File: src/rtl/cpri_prb_pattern_gen.sv
// CPRI PRB test-pattern generator: masked symbol playback, chip-aligned SOP, start/stop/single-shot control.
// Optional CPRI_PRB_GEN_EXT_MEM_EN sources lane data from an external one-cycle-latency memory.
module cpri_prb_pattern_gen #(
    parameter int                       NUM_LANES     = 8,
    parameter int                       DAT_DW        = 64,
    parameter int                       ADDR_W        = 16,
    parameter int                       SYM_LEN       = 44352,
    parameter int                       SYM_PER_FRAME = 5,
    parameter logic [SYM_PER_FRAME-1:0] ACTIVE_MASK   = 5'b00001,
    parameter int                       CHIP_LEN      = 96,
    parameter int                       SOP_OFFSET    = 3
) (
    input  logic                          clk,
    input  logic                          rst,
    input  logic                          start_i,
    input  logic                          stop_i,
    input  logic                          mode_i,
    output logic                          busy_o,
    output logic                          sop_o,
    output logic                          valid_o,
    output logic [7:0]                    sym_idx_o,
    output logic [NUM_LANES*DAT_DW-1:0]   dat_o
`ifdef CPRI_PRB_GEN_EXT_MEM_EN
    ,
    output logic                          rd_en_o,
    output logic [ADDR_W-1:0]             rd_addr_o,
    input  logic [NUM_LANES*DAT_DW-1:0]   rd_data_i
`endif
);

    localparam int             DW       = NUM_LANES * DAT_DW;
    localparam int             CHIP_W   = (CHIP_LEN > 1) ? $clog2(CHIP_LEN) : 1;
    localparam logic [255:0]   MASK_EXT = 256'(ACTIVE_MASK);

    typedef enum logic [1:0] {IDLE, RUN, DRAIN} state_t;

    state_t              state_q;
    state_t              state_d;
    logic                start_acc;
    logic                mode_q;
    logic                stop_q;
    logic                drain_cnt;
    logic [ADDR_W-1:0]   samp_cnt;
    logic [7:0]          sym_cnt;
    logic [CHIP_W-1:0]   chip_cnt;
    logic                run;
    logic                samp_last;
    logic                sym_last;
    logic                frame_end;

    assign run       = (state_q == RUN);
    assign samp_last = (samp_cnt == ADDR_W'(SYM_LEN - 1));
    assign sym_last  = (sym_cnt == 8'(SYM_PER_FRAME - 1));
    assign frame_end = run && samp_last && sym_last;

    // NOTE: every output of a combinational block gets a default first, so no latch is inferred.
    always_comb begin
        state_d   = state_q;
        start_acc = 1'b0;
        unique case (state_q)
            IDLE: begin
                if (start_i) begin
                    state_d   = RUN;
                    start_acc = 1'b1;
                end
            end
            RUN: begin
                if (frame_end && (mode_q || stop_q || stop_i)) begin
                    state_d = DRAIN;
                end
            end
            DRAIN: begin
                if (drain_cnt) begin
                    state_d = IDLE;
                end
            end
            default: state_d = IDLE;
        endcase
    end

    // NOTE: sequential state uses non-blocking assignments so every flop samples pre-edge values.
    always_ff @(posedge clk or posedge rst) begin
        if (rst) begin
            state_q   <= IDLE;
            busy_o    <= 1'b0;
            drain_cnt <= 1'b0;
        end else begin
            state_q   <= state_d;
            busy_o    <= (state_d != IDLE);
            drain_cnt <= (state_q == DRAIN) ? ~drain_cnt : 1'b0;
        end
    end

    // Chip counter free-runs across symbol boundaries; only start realigns it.
    always_ff @(posedge clk or posedge rst) begin
        if (rst) begin
            samp_cnt <= '0;
            sym_cnt  <= '0;
            chip_cnt <= '0;
            mode_q   <= 1'b0;
            stop_q   <= 1'b0;
        end else if (start_acc) begin
            samp_cnt <= '0;
            sym_cnt  <= '0;
            chip_cnt <= '0;
            mode_q   <= mode_i;
            stop_q   <= 1'b0;
        end else if (run) begin
            if (stop_i) begin
                stop_q <= 1'b1;
            end
            chip_cnt <= (chip_cnt == CHIP_W'(CHIP_LEN - 1)) ? '0 : chip_cnt + CHIP_W'(1);
            if (samp_last) begin
                samp_cnt <= '0;
                sym_cnt  <= sym_last ? 8'd0 : sym_cnt + 8'd1;
            end else begin
                samp_cnt <= samp_cnt + ADDR_W'(1);
            end
        end
    end

    // Stage 0: decode counters into a beat descriptor.
    logic              s0_act;
    logic              s0_hit;
    logic [7:0]        s0_sym;
    logic [ADDR_W-1:0] s0_addr;

    assign s0_act  = run && MASK_EXT[sym_cnt];
    assign s0_hit  = run && (chip_cnt == CHIP_W'(SOP_OFFSET));
    assign s0_sym  = run ? sym_cnt : 8'd0;
    assign s0_addr = s0_act ? samp_cnt : '0;

    // Stage 1: registered descriptor, doubling as the external memory address register.
    logic              s1_act;
    logic              s1_hit;
    logic [7:0]        s1_sym;
    logic [ADDR_W-1:0] s1_addr;
    logic [DW-1:0]     src;

    always_ff @(posedge clk or posedge rst) begin
        if (rst) begin
            s1_act  <= 1'b0;
            s1_hit  <= 1'b0;
            s1_sym  <= '0;
            s1_addr <= '0;
        end else begin
            s1_act  <= s0_act;
            s1_hit  <= s0_hit;
            s1_sym  <= s0_sym;
            s1_addr <= s0_addr;
        end
    end

`ifdef CPRI_PRB_GEN_EXT_MEM_EN
    assign rd_en_o   = s1_act;
    assign rd_addr_o = s1_addr;
    assign src       = rd_data_i;
`else
    always_comb begin
        src = '0;
        for (int l = 0; l < NUM_LANES; l++) begin
            src[l*DAT_DW +: ADDR_W]          = s1_addr;
            src[l*DAT_DW + ADDR_W +: 8]      = s1_sym;
            src[l*DAT_DW + ADDR_W + 8 +: 8]  = 8'(l);
        end
    end
`endif

    // Stage 2: output register; inactive beats are forced to zero data.
    always_ff @(posedge clk or posedge rst) begin
        if (rst) begin
            sop_o     <= 1'b0;
            valid_o   <= 1'b0;
            sym_idx_o <= '0;
            dat_o     <= '0;
        end else begin
            sop_o     <= s1_hit;
            valid_o   <= s1_act;
            sym_idx_o <= s1_sym;
            dat_o     <= s1_act ? src : '0;
        end
    end

endmodule

File: config.mk
export PLATFORM = sky130hd
export DESIGN_NAME = cpri_prb_pattern_gen
export DESIGN_NICKNAME = d
export VERILOG_FILES = /design/src/rtl/cpri_prb_pattern_gen.sv
export SDC_FILE = /design/constraint.sdc
export NUM_CORES = 1
export LEC_CHECK = 0
export BUFFER_PORTS_ARGS = -buffer_cell sky130_fd_sc_hd__buf_4
export CAP_MARGIN = 30
export CORE_AREA = 4 4 205 207
export DETAILED_ROUTE_END_ITERATION = 8
export DIE_AREA = 0 0 209 211
export SLEW_MARGIN = 15
export SYNTH_ARGS = -nofsm -noshare
export SYNTH_HDL_FRONTEND = slang
export SYNTH_SLANG_ARGS = --single-unit
File: constraint.sdc
create_clock -name clk -period 3 [get_ports clk]
set_clock_uncertainty 0.05 [all_clocks]
set_input_delay 0.3 -clock clk [delete_from_list [all_inputs] [get_ports clk]]
set_output_delay 0.3 -clock clk [all_outputs]
set_load 0.005 [all_outputs]
After elaboration in Yosys (flattened, before gate mapping)
Memory sizes are Yosys's and may differ from the RTL's.
Index checks and enable logic that the tools add are counted.
- reductions and logical operators: 14
- magnitude comparators: 1
- muxes and demuxes: 24
- bitwise operators: 1
- equal/unequal tests: 6
- $add $sub $neg: 3
- operator list (operator ; number):
    two-way mux 475 bit ; 1
    two-way mux 16 bit ; 4
    two-way mux 8 bit ; 5
    two-way mux 7 bit ; 3
    adder 16 x 1 -> 16 bit, second input constant ; 1
    == test 16 bit, second input constant ; 1
    < comparator 8 x 9 -> 1 bit, second input constant ; 1
    adder 8 x 1 -> 8 bit, second input constant ; 1
    == test 8 x 3 -> 1 bit, second input constant ; 1
    nonzero test 2 bit ; 4
    adder 7 x 1 -> 7 bit, second input constant ; 1
    == test 7 x 2 -> 1 bit, second input constant ; 1
    == test 7 bit, second input constant ; 1
    two-way mux 1 bit ; 7
    two-way mux 2 bit ; 3
    one-hot mux 2 bit (3 select lines) ; 1
    logical AND 1 bit ; 5
    AND reduction 2 bit ; 2
    == test 2 x 1 -> 1 bit, second input constant ; 1
    == test 2 bit, second input constant ; 1
    zero test 2 bit ; 1
    logical OR 1 bit ; 2
    inverter 1 bit ; 1
- flip-flop bits (word level): 548
- memories kept: 1
- ROM bits: 256
- memories (name ; depth ; bits a word ; read ports ; clocked after memory_dff ; write ports ; line ; source):
    (name not given) ; 256 ; 1 ; 1 ; 0 ; 0 ; 128 ; assign s0_act = run && MASK_EXT[sym_cnt];

Depth between registers and ports, before layout
Gate-level depths: netlist of run 1.
- depth in word-level cells: 7
- mapped depth: 7

Least setup slack after synthesis of run 1
Ideal clock, no wire load.
- kind: reg-to-reg
- start point: register samp_cnt[12]
- end point: register sym_cnt[7]
- cell stages (with the launch flop): 6
- library setup time: 0.125 ns
- buffers on the path: 0
- arrival time: 1.984 ns
- path slack: 0.842 ns
- cell sequence: dfrtp_1 -> or4b_4 -> nor4_4 -> nand2_2 -> nor4_2 -> mux2_2
- word-level cells in the longest chain between the ends: 3
- ends and longest elaborated chain (item ; line ; source):
    start: declaration ; 43 ; logic [ADDR_W-1:0] samp_cnt;
    start signal: assignment ; 117 ; samp_cnt <= samp_cnt + ADDR_W'(1);
    == test 16 bit ; 52 ; assign samp_last = (samp_cnt == ADDR_W'(SYM_LEN - 1));
    nonzero test 2 bit (no source line) ; - ;
    AND reduction 2 bit (no source line) ; - ;
    end signal: assignment ; 115 ; sym_cnt <= sym_last ? 8'd0 : sym_cnt + 8'd1;
    end: declaration ; 44 ; logic [7:0] sym_cnt;
Every way passes these cells.
A chain may end at the register's enable or synchronous reset.

Worst setup path in the final report of run 1
- start point: register samp_cnt[0]
- end point: register sym_cnt[7]
The elaborated chain is that of the path after synthesis.

==> results.ini, run 1 <==
[clock_tree]
cts_setup_buffers=0
cts-root-buf=clkbuf_16
clk_path_buf_depth=2
cts_tree=built
cts_buffers=9
clkTransAtPathRegs_ns=0.07
cts_sinks=97
htreeDepth=3
clock_latency_ns=0.34

[global_routing]
grt_max_degree=49
antenna_found_initial=0
grt_pass1_wl_mm=20.5
overflow=0
grt_pass1_vias=3394
grt_usage_pct=5.78

[logic_synthesis]
ys_async_sr_fraction_pct=100
synthTopCellsByArea=buf_4 (49%), dfrtp_1 (33%), and2_1 (4.1%)
synth_warnings=0
synth.avg_cell_area_um2=9.07
yosysUniqueCellTypes=44
synth_top_area_cell=buf_4
netlist_area_um2=7470
synth_flop_cell=dfrtp_1
synth_edf_count=0
synth_top_area_share_pct=49.1
netlist_instances=823
yosysMostFrequentCell=buf_4
synth_seq_area_share_pct=32.5
yosys-top-cells-count=buf_4 (488), dfrtp_1 (97), and2_1 (49)
synth-seq-cells=97

[routing]
firstDrtPassIters=5
antenna_left=0
vias=4085
drc_errors=0
viasPerCell=2.90
drt_wl_total_mm=15.1
wl_per_cell_um=10.7
drt_iter0_drc=149

[timing]
rsz0062_at_grt=false
fin_crit_ns=2.47
tns_ns=0
fmax_mhz=405
maxSlewHeadroom_pct=57.8
slew_violations=0
period_share_pct=82.3
setup_ws_ns=0.532
hold_viol_final=0
worstMarginPinSlew_ns=0.632
setup-violations-final=0

[critical_path]
critPathArrivalTime_ns=2.65
path_class=reg2reg
cp_max_fo=14
required_ns=3.18
start_kind=flop
worstSetupEndpointType=flop

[pwr]
power_density_nw_per_um2=515
power_mw=3.92
ir_drop_mv=0.312
leakagePower_nw=4.16

[outcome]
status=completed

[floorplanning]
coreArea_um2=40400
die_area_um2=44100
fp.dieW_um=209
io-pin-count=528
start_util_pct=18.5
rows=74
die_h_um=211

[place]
gp_congestion=0.784
port_buffers=219
hpwlAfterDp_mm=12.4
post-place-ws_ns=0.559
dpl-instance-area_um2=7300

[layout]
final_util_pct=18.9
fin_area_um2=7610
syn2layout_area_growth_pct=1.96
final_nets=879
drive_gt1_share_pct=28.6
antennaDiodeCount=0

[flow_run]
drv_cap=0

[hold_path]
hold_path.class=in2reg

-- cells in the final DEF (no fill, tap or decap), drive strengths merged, types with 2 or more instances in the layout --
cell type  synthesis  layout
conb               1     308
buf              489     226
dfrtp             97      97
and2              49      49
nand2             33      33
nor2              24      24
o21ai             24      24
nand3             15      15
clkbuf             9      10
inv                7      10
a21oi              8       8
or3                7       7
a31oi              6       6
and3               4       4
nand4              4       4
mux2i              4       4
nor3               4       4
o211ai             4       4
ha                 4       4
nor4               4       4
nand2b             3       3
a22o               3       3
o31ai              2       2
a41oi              2       2
or4b               2       2
-- registers in the layout, summed over array words and instances, names as in the netlist, 2 cells and up --
signal	count
sym_cnt	8
s1_addr	16
s1_sym	8
dat_o	25
state_q	2
samp_cnt	16
chip_cnt	7
sym_idx_o	8
-- routing by layer --
layer | global-route usage, % | share of wire, % | vias up
met2 | 10.4 | 57 | 143
met5 | 0 | 0 | -
met4 | 1.85 | 1.2 | 0
li1 | - | - | 1913
met1 | 7.14 | 37 | 2015
met3 | 0.847 | 4.9 | 14
-- critical path, stage by stage, from the launching register on --
cell and delay [ns]:
dfrtp_1 0.43, ha_1 0.29, nand3_1 0.21, nor4_4 0.42
nand2_2 0.25, nor4_2 0.35, mux2_2 0.36
-- power by group --
group,switching (mW),internal [mW]
clock network,0.496,0.657
logic,0.462,0.515
registers,0.284,1.50
total,1.24,2.68
-- path summary, 6_finish.rpt --
path,startpoint,endpoint,slack (ns),cells past startpoint
max,samp_cnt[0]$_DFFE_PP0P_,sym_cnt[7]$_DFFE_PP0P_,0.53,6
min,mode_i,mode_q$_DFFE_PP0P_,0.11,3
max reg2reg,samp_cnt[0]$_DFFE_PP0P_,sym_cnt[7]$_DFFE_PP0P_,0.53,6
min reg2reg,s1_hit$_DFF_PP0_,sop_o$_DFF_PP0_,0.32,0
max in group asynchronous,rst,samp_cnt[14]$_DFFE_PP0P_,1.65,5
min in group asynchronous,rst,dat_o[470]$_DFF_PP0_,0.48,3
-- cell type report --
class | instances | area (µm²)
clock buffers | 10 | 229
clock inverters | 6 | 72.6
fillers | 4479 | 32800
inverters | 7 | 28.8
multi-input cells | 528 | 2460
flip-flops and latches | 97 | 2430
well taps | 532 | 666
repair buffers | 227 | 1730
-- what timing repair did --
action                                 in CTS  in global routing
hold buffers                                1                  0
gates resized for setup                     0                  0
endpoints found under the hold margin      31                  0
-- metrics by stage --
step           hold slack [ns]  cells
2_1_floorplan            0.281   1130
5_1_grt                  0.123   1407
3_3_place_gp             0.295   1389
6_report                 0.115   1407
4_1_cts                  0.101   1407
3_5_place_dp             0.293   1390
-- logic make-up after synthesis --
kind of cell | after synthesis | synth area share (%)
compound gates | 53 | 4.27
xor+xnor | 2 | 0.235
fa+ha+maj | 4 | 0.670
buf+inv | 505 | 49.9
flops | 97 | 32.5
mux | 5 | 0.687
other cells | 1 | 0.0502
simple gates | 156 | 11.6
Note: power is estimated with default switching activity, not from simulation.
==> run 2, diff against run 1 <==
clock period = 2.2 ns   (was 3 ns; I/O delays follow)
==> run 2 against run 1 <==
  * First-iteration DRC count increased by 20%
  * Core utilization increased by 0.44 points
  * Non-clock buffer count increased by 17
  * Largest power group unchanged
  * Final cell count increased by 1.2%
  * Final area increased by 2.3%
  * Critical path type unchanged
  * Via count increased by 1.4%
  * Largest cell class unchanged
==> results.ini, run 2 (synthesis gave the netlist of run 1 again) <==
[outcome]
status=completed

[routing]
wl_met2_mm=8.66  ; +1.6%
viasPerCell=2.91  ; +0.16%
vias=4141  ; +1.4%
wl_per_cell_um=11.0  ; +3.1%
drt_iter0_drc=179  ; +20%
wl_met1_mm=6.09  ; +8.1%
antenna_left=0  ; unchanged
drt_wl_total_mm=15.7  ; +4.3%
routed-wl-met3_um=799  ; +8.7%
top_layer=met4
firstDrtPassIters=4  ; -1
drc_errors=0  ; unchanged

[critical_path]
start_kind=flop
worstSetupEndpointType=flop
critPathArrivalTime_ns=2.30  ; -0.35 ns
cp_max_fo=3  ; -11
path_class=reg2reg
required_ns=2.38  ; -0.80 ns

[layout]
antennaDiodeCount=0  ; unchanged
drive_gt1_share_pct=30.3  ; +1.7 points
fin_area_um2=7790  ; +2.3%
largest_reg_flops=25  ; unchanged
final_nets=896  ; +1.9%
final_common_cell=conb_1
top_regs=dat_o (25), s1_addr (16), samp_cnt (16)
fillers=4479  ; unchanged
syn2layout_area_growth_pct=4.32
top_register=dat_o
regArea_um2=2430  ; about the same
final_cell_mix=conb_1 (308), buf_4 (239), dfrtp_1 (96)
stdcell_count=1424  ; +1.2%
multi_input_area_um2=2500  ; +1.5%

[pwr]
p_switching_mw=1.70  ; +36%
power.share.clock_pct=28.4  ; -1.0 points
p_sw_share_pct=31.3  ; -0.36 points
power_density_nw_per_um2=694  ; +35%
intPower_mw=3.71  ; +39%
pwr-share-comb_pct=27.2  ; +2.3 points
leakagePower_nw=4.27  ; +2.6%
p_seq_share_pct=44.4  ; -1.2 points
ir_drop_mv=0.433  ; +39%
power_mw=5.41  ; +38%

[floorplanning]
rows=74  ; unchanged
fp.dieW_um=209  ; unchanged
start_util_pct=18.5  ; unchanged
die_h_um=211  ; unchanged
die_area_um2=44100  ; unchanged
io-pin-count=528  ; unchanged
coreArea_um2=40400  ; unchanged

[clock_tree]
clock_latency_ns=0.34  ; about the same
htreeDepth=3  ; unchanged
cts_buffers=9  ; unchanged
cts_sinks=97  ; unchanged
clk_path_buf_depth=2  ; unchanged
cts-root-buf=clkbuf_16
cts_tree=built
clkTransAtPathRegs_ns=0.06  ; about the same

[timing]
worstMarginPinSlew_ns=0.678  ; +0.0459 ns
setup_ws_ns=0.0768  ; -0.455 ns
fmax_mhz=471  ; +16%
tns_ns=0  ; unchanged
period_share_pct=96.5  ; +14 points
hold_viol_final=0  ; unchanged
setup-violations-final=0  ; unchanged
slew_violations=0  ; unchanged
rsz0062_at_grt=true
maxSlewHeadroom_pct=54.7  ; -3.2 points
fin_crit_ns=2.12  ; -0.345 ns

[place]
port_buffers=219  ; unchanged
hpwlAfterDp_mm=12.7  ; +2.6%
placed_cells=1405  ; +1.1%
dpl-instance-area_um2=7430  ; +1.8%
gp_congestion=0.822  ; +4.9%
post-place-ws_ns=-0.0381  ; -0.597 ns

[flow_run]
drv_cap=0  ; unchanged

[hold_path]
hold_path.class=in2reg

[global_routing]
grt_pass1_wl_mm=21.7  ; +5.9%
overflow=0  ; unchanged
grt_max_degree=31  ; -37%
grt_pass1_vias=3576  ; +5.4%
grt_usage_pct=6.15  ; +0.37 points
antenna_found_initial=0  ; unchanged

run 2: final timing paths:
| path | startpoint | to | slack, ns | depth (start not counted) |
|---|---|---|---|---|
| worst max-delay path | samp_cnt[12]$_DFFE_PP0P_ | sym_cnt[7]$_DFFE_PP0P_ | 0.08 | 5 |
| worst min-delay path | mode_i | mode_q$_DFFE_PP0P_ | 0.03 | 3 |
| worst max register to register | samp_cnt[12]$_DFFE_PP0P_ | sym_cnt[7]$_DFFE_PP0P_ | 0.08 | 5 |
| worst min register to register | s1_hit$_DFF_PP0_ | sop_o$_DFF_PP0_ | 0.31 | 0 |
| max in group asynchronous | rst | sym_cnt[0]$_DFFE_PP0P_ | 1.05 | 4 |
| min in group asynchronous | rst | s1_addr[15]$_DFF_PP0_ | 0.49 | 3 |
run 2: what timing repair did:
item / in CTS / in global routing
setup endpoints to repair: 3 / 20
resized for setup: 1 / 8
pin swaps: 1 / 4
hold endpoints to repair: 23 / 0
hold buffers: 1 / 0
buffers inserted: 0 / 2
cloned: 0 / 0
run 2: final cells by class:
| cell class | count | share of cell area [%] |
|---|---|---|
| timing repair buffer | 244 | 24.1 |
| clock inverter | 5 | 0.723 |
| sequential | 97 | 31.2 |
| inverter | 7 | 0.385 |
| tap | 532 | 8.54 |
| multi-input combinational | 528 | 32.1 |
| clock buffer | 11 | 2.99 |
run 2: metal layers:
| layer | up-vias | global-route usage [%] |
|---|---|---|
| met4 | 0 | 1.85 |
| met2 | 149 | 10.9 |
| met1 | 2035 | 7.75 |
| met3 | 13 | 0.995 |
| li1 | 1944 | - |
| met5 | - | 0 |
run 2: metrics by stage:
| step | hold WS, ns | utilization [%] |
|---|---|---|
| detailed placement | 0.299 | 18.4 |
| floorplan | 0.275 | - |
| global route | 0.0432 | 19.3 |
| CTS | 0.0183 | 19.2 |
| finish | 0.0269 | 19.3 |
| global placement | 0.294 | 18.4 |
run 2: power by group through the flow:
stage | logic (mW) | registers (mW) | clock network, mW
2_1_floorplan | 1.47 | 2.32 | 0
3_3_place_gp | 1.44 | 2.44 | 0
3_5_place_dp | 1.46 | 2.46 | 0
4_1_cts | 1.47 | 2.42 | 1.58
5_1_grt | 1.64 | 2.48 | 1.66
6_report | 1.47 | 2.40 | 1.53
run 2: worst max-delay path, stage by stage (launching register included):
cell	delay [ns]
dfrtp_1	0.38
or4b_4	0.55
nor4_4	0.28
nand2_2	0.13
nor4_4	0.30
mux2_4	0.33
==> run 3, diff against run 2 <==
MAX_ROUTING_LAYER = met4   (was not set)
==> run 3 against run 2 <==
  * Fmax fell by 0.18%
  * Die area did not move
  * Critical path type unchanged
  * Sequential power hardly changed
  * Clock power about the same
==> results.ini, run 3 (synthesis gave the netlist of run 1 again) <==
[routing]
drt_wl_total_mm=15.7  ; -0.24%
vias=4132  ; -0.22%
drt_iter0_drc=204  ; +14%
viasPerCell=2.90  ; -0.22%
antenna_left=0  ; unchanged
firstDrtPassIters=4  ; unchanged
drc_errors=0  ; unchanged
wl_per_cell_um=11.0  ; -0.24%

[clock_tree]
clk_path_buf_depth=2  ; unchanged
clock_latency_ns=0.34  ; about the same
cts_sinks=97  ; unchanged
cts_buffers=9  ; unchanged
cts-root-buf=clkbuf_16
htreeDepth=3  ; unchanged
clkTransAtPathRegs_ns=0.06  ; about the same
cts_tree=built

[floorplanning]
start_util_pct=18.5  ; unchanged
rows=74  ; unchanged
io-pin-count=528  ; unchanged
die_h_um=211  ; unchanged
coreArea_um2=40400  ; unchanged
fp.dieW_um=209  ; unchanged
die_area_um2=44100  ; unchanged

[layout]
top_regs=dat_o (25), s1_addr (16), samp_cnt (16)
antennaDiodeCount=0  ; unchanged
stdcell_count=1424  ; unchanged
fin_area_um2=7790  ; unchanged
syn2layout_area_growth_pct=4.32  ; unchanged
fillers=4479  ; unchanged
final_common_cell=conb_1
top_register=dat_o
largest_reg_flops=25  ; unchanged
final_nets=896  ; unchanged
drive_gt1_share_pct=30.3  ; unchanged
final_cell_mix=conb_1 (308), buf_4 (239), dfrtp_1 (96)

[global_routing]
grt_pass1_vias=3570  ; -0.17%
antenna_found_initial=0  ; unchanged
grt_max_degree=31  ; unchanged
grt_pass1_wl_mm=21.7  ; about the same
grt_usage_pct=6.34  ; +0.19 points
overflow=0  ; unchanged

[timing]
period_share_pct=96.7  ; +0.17 points
setup-violations-final=0  ; unchanged
hold_viol_final=0  ; unchanged
rsz0062_at_grt=true
fin_crit_ns=2.13  ; +0.00379 ns
worstMarginPinSlew_ns=0.671  ; -0.00694 ns
maxSlewHeadroom_pct=55.1  ; +0.46 points
fmax_mhz=470  ; -0.18%
slew_violations=0  ; unchanged

[pwr]
ir_drop_mv=0.432  ; -0.31%
pwr-share-comb_pct=27.2  ; about the same
power_density_nw_per_um2=694  ; -0.11%
p_switching_mw=1.69  ; -0.33%
leakagePower_nw=4.27  ; unchanged
p_sw_share_pct=31.3  ; -0.071 points
power.share.clock_pct=28.4  ; about the same
p_seq_share_pct=44.4  ; about the same
intPower_mw=3.71  ; about the same

[critical_path]
required_ns=2.38  ; about the same
start_kind=flop
worstSetupEndpointType=flop
path_class=reg2reg
cp_max_fo=3  ; unchanged
critPathArrivalTime_ns=2.30  ; about the same

[place]
gp_congestion=0.834  ; +1.5%
placed_cells=1405  ; unchanged
port_buffers=219  ; unchanged
hpwlAfterDp_mm=12.7  ; unchanged
dpl-instance-area_um2=7430  ; unchanged

[hold_path]
hold_path.class=in2reg

[outcome]
status=completed

[flow_run]
drv_cap=0  ; unchanged

[run 3: cell counts in the layout (fill, tap and decap cells not counted)]
No cell type changed its count.
[run 3: layer usage]
layer,vias to the layer above,wire length [µm],global-route usage (%)
li1,1945,-,-
met3,12,826,0.995
met4,0,175,1.85
met2,154,8660,10.9
met1,2021,6020,7.75
met5,-,0,-
[run 3: worst max-delay path, stage by stage, from the launching register on]
cell	delay, ns
dfrtp_1	0.37
or4b_4	0.55
nor4_4	0.28
nand2_2	0.13
nor4_4	0.30
mux2_4	0.33
[run 3: worst paths after layout]
kind                            depth (start not counted)  slack [ns]                endpoint                startpoint
worst max-delay path                                    5        0.07  sym_cnt[7]$_DFFE_PP0P_  samp_cnt[12]$_DFFE_PP0P_
worst min-delay path                                    3        0.03      mode_q$_DFFE_PP0P_                    mode_i
worst max register to register                          5        0.07  sym_cnt[7]$_DFFE_PP0P_  samp_cnt[12]$_DFFE_PP0P_
worst min register to register                          0        0.31         sop_o$_DFF_PP0_          s1_hit$_DFF_PP0_
max in group asynchronous                               4        1.05  sym_cnt[0]$_DFFE_PP0P_                       rst
min in group asynchronous                               3        0.49   s1_addr[15]$_DFF_PP0_                       rst
[run 3: metrics by stage]
| stage | util (%) | setup TNS [ns] | hold WS (ns) | setup WS, ns | total power [mW] |
|---|---|---|---|---|---|
| floorplan | - | 0 | 0.275 | 0.0418 | 3.78 |
| global placement | 18.4 | 0 | 0.294 | 0.00943 | 3.88 |
| finish | 19.3 | 0 | 0.0282 | 0.0730 | 5.40 |
| global route | 19.3 | -0.0356 | 0.0431 | -0.0356 | 5.78 |
| CTS | 19.2 | 0 | 0.0183 | 0.0566 | 5.47 |
| detailed placement | 18.4 | -0.0381 | 0.299 | -0.0381 | 3.92 |
[run 3: repair_timing]
action | CTS | global route
pin swaps | 1 | 4
setup buffers | 0 | 2
endpoints found under the hold margin | 23 | 0
hold buffers | 1 | 0
resized for setup | 1 | 8
setup endpoints to repair | 3 | 20
[run 3: power groups by stage]
stage	Clock (mW)	Sequential, mW	Combinational [mW]
CTS	1.58	2.42	1.47
detailed placement	0	2.46	1.46
global route	1.66	2.48	1.64
floorplan	0	2.32	1.47
finish	1.53	2.40	1.47
global placement	0	2.44	1.44
[run 3: area by class of cell]
class | count | area [µm²] | area share (%)
Multi-Input combinational cell | 528 | 2500 | 32.1
Clock buffer | 11 | 233 | 2.99
Inverter | 7 | 30.0 | 0.385
Timing Repair Buffer | 244 | 1880 | 24.1
Tap cell | 532 | 666 | 8.54
Clock inverter | 5 | 56.3 | 0.723
Sequential cell | 97 | 2430 | 31.2
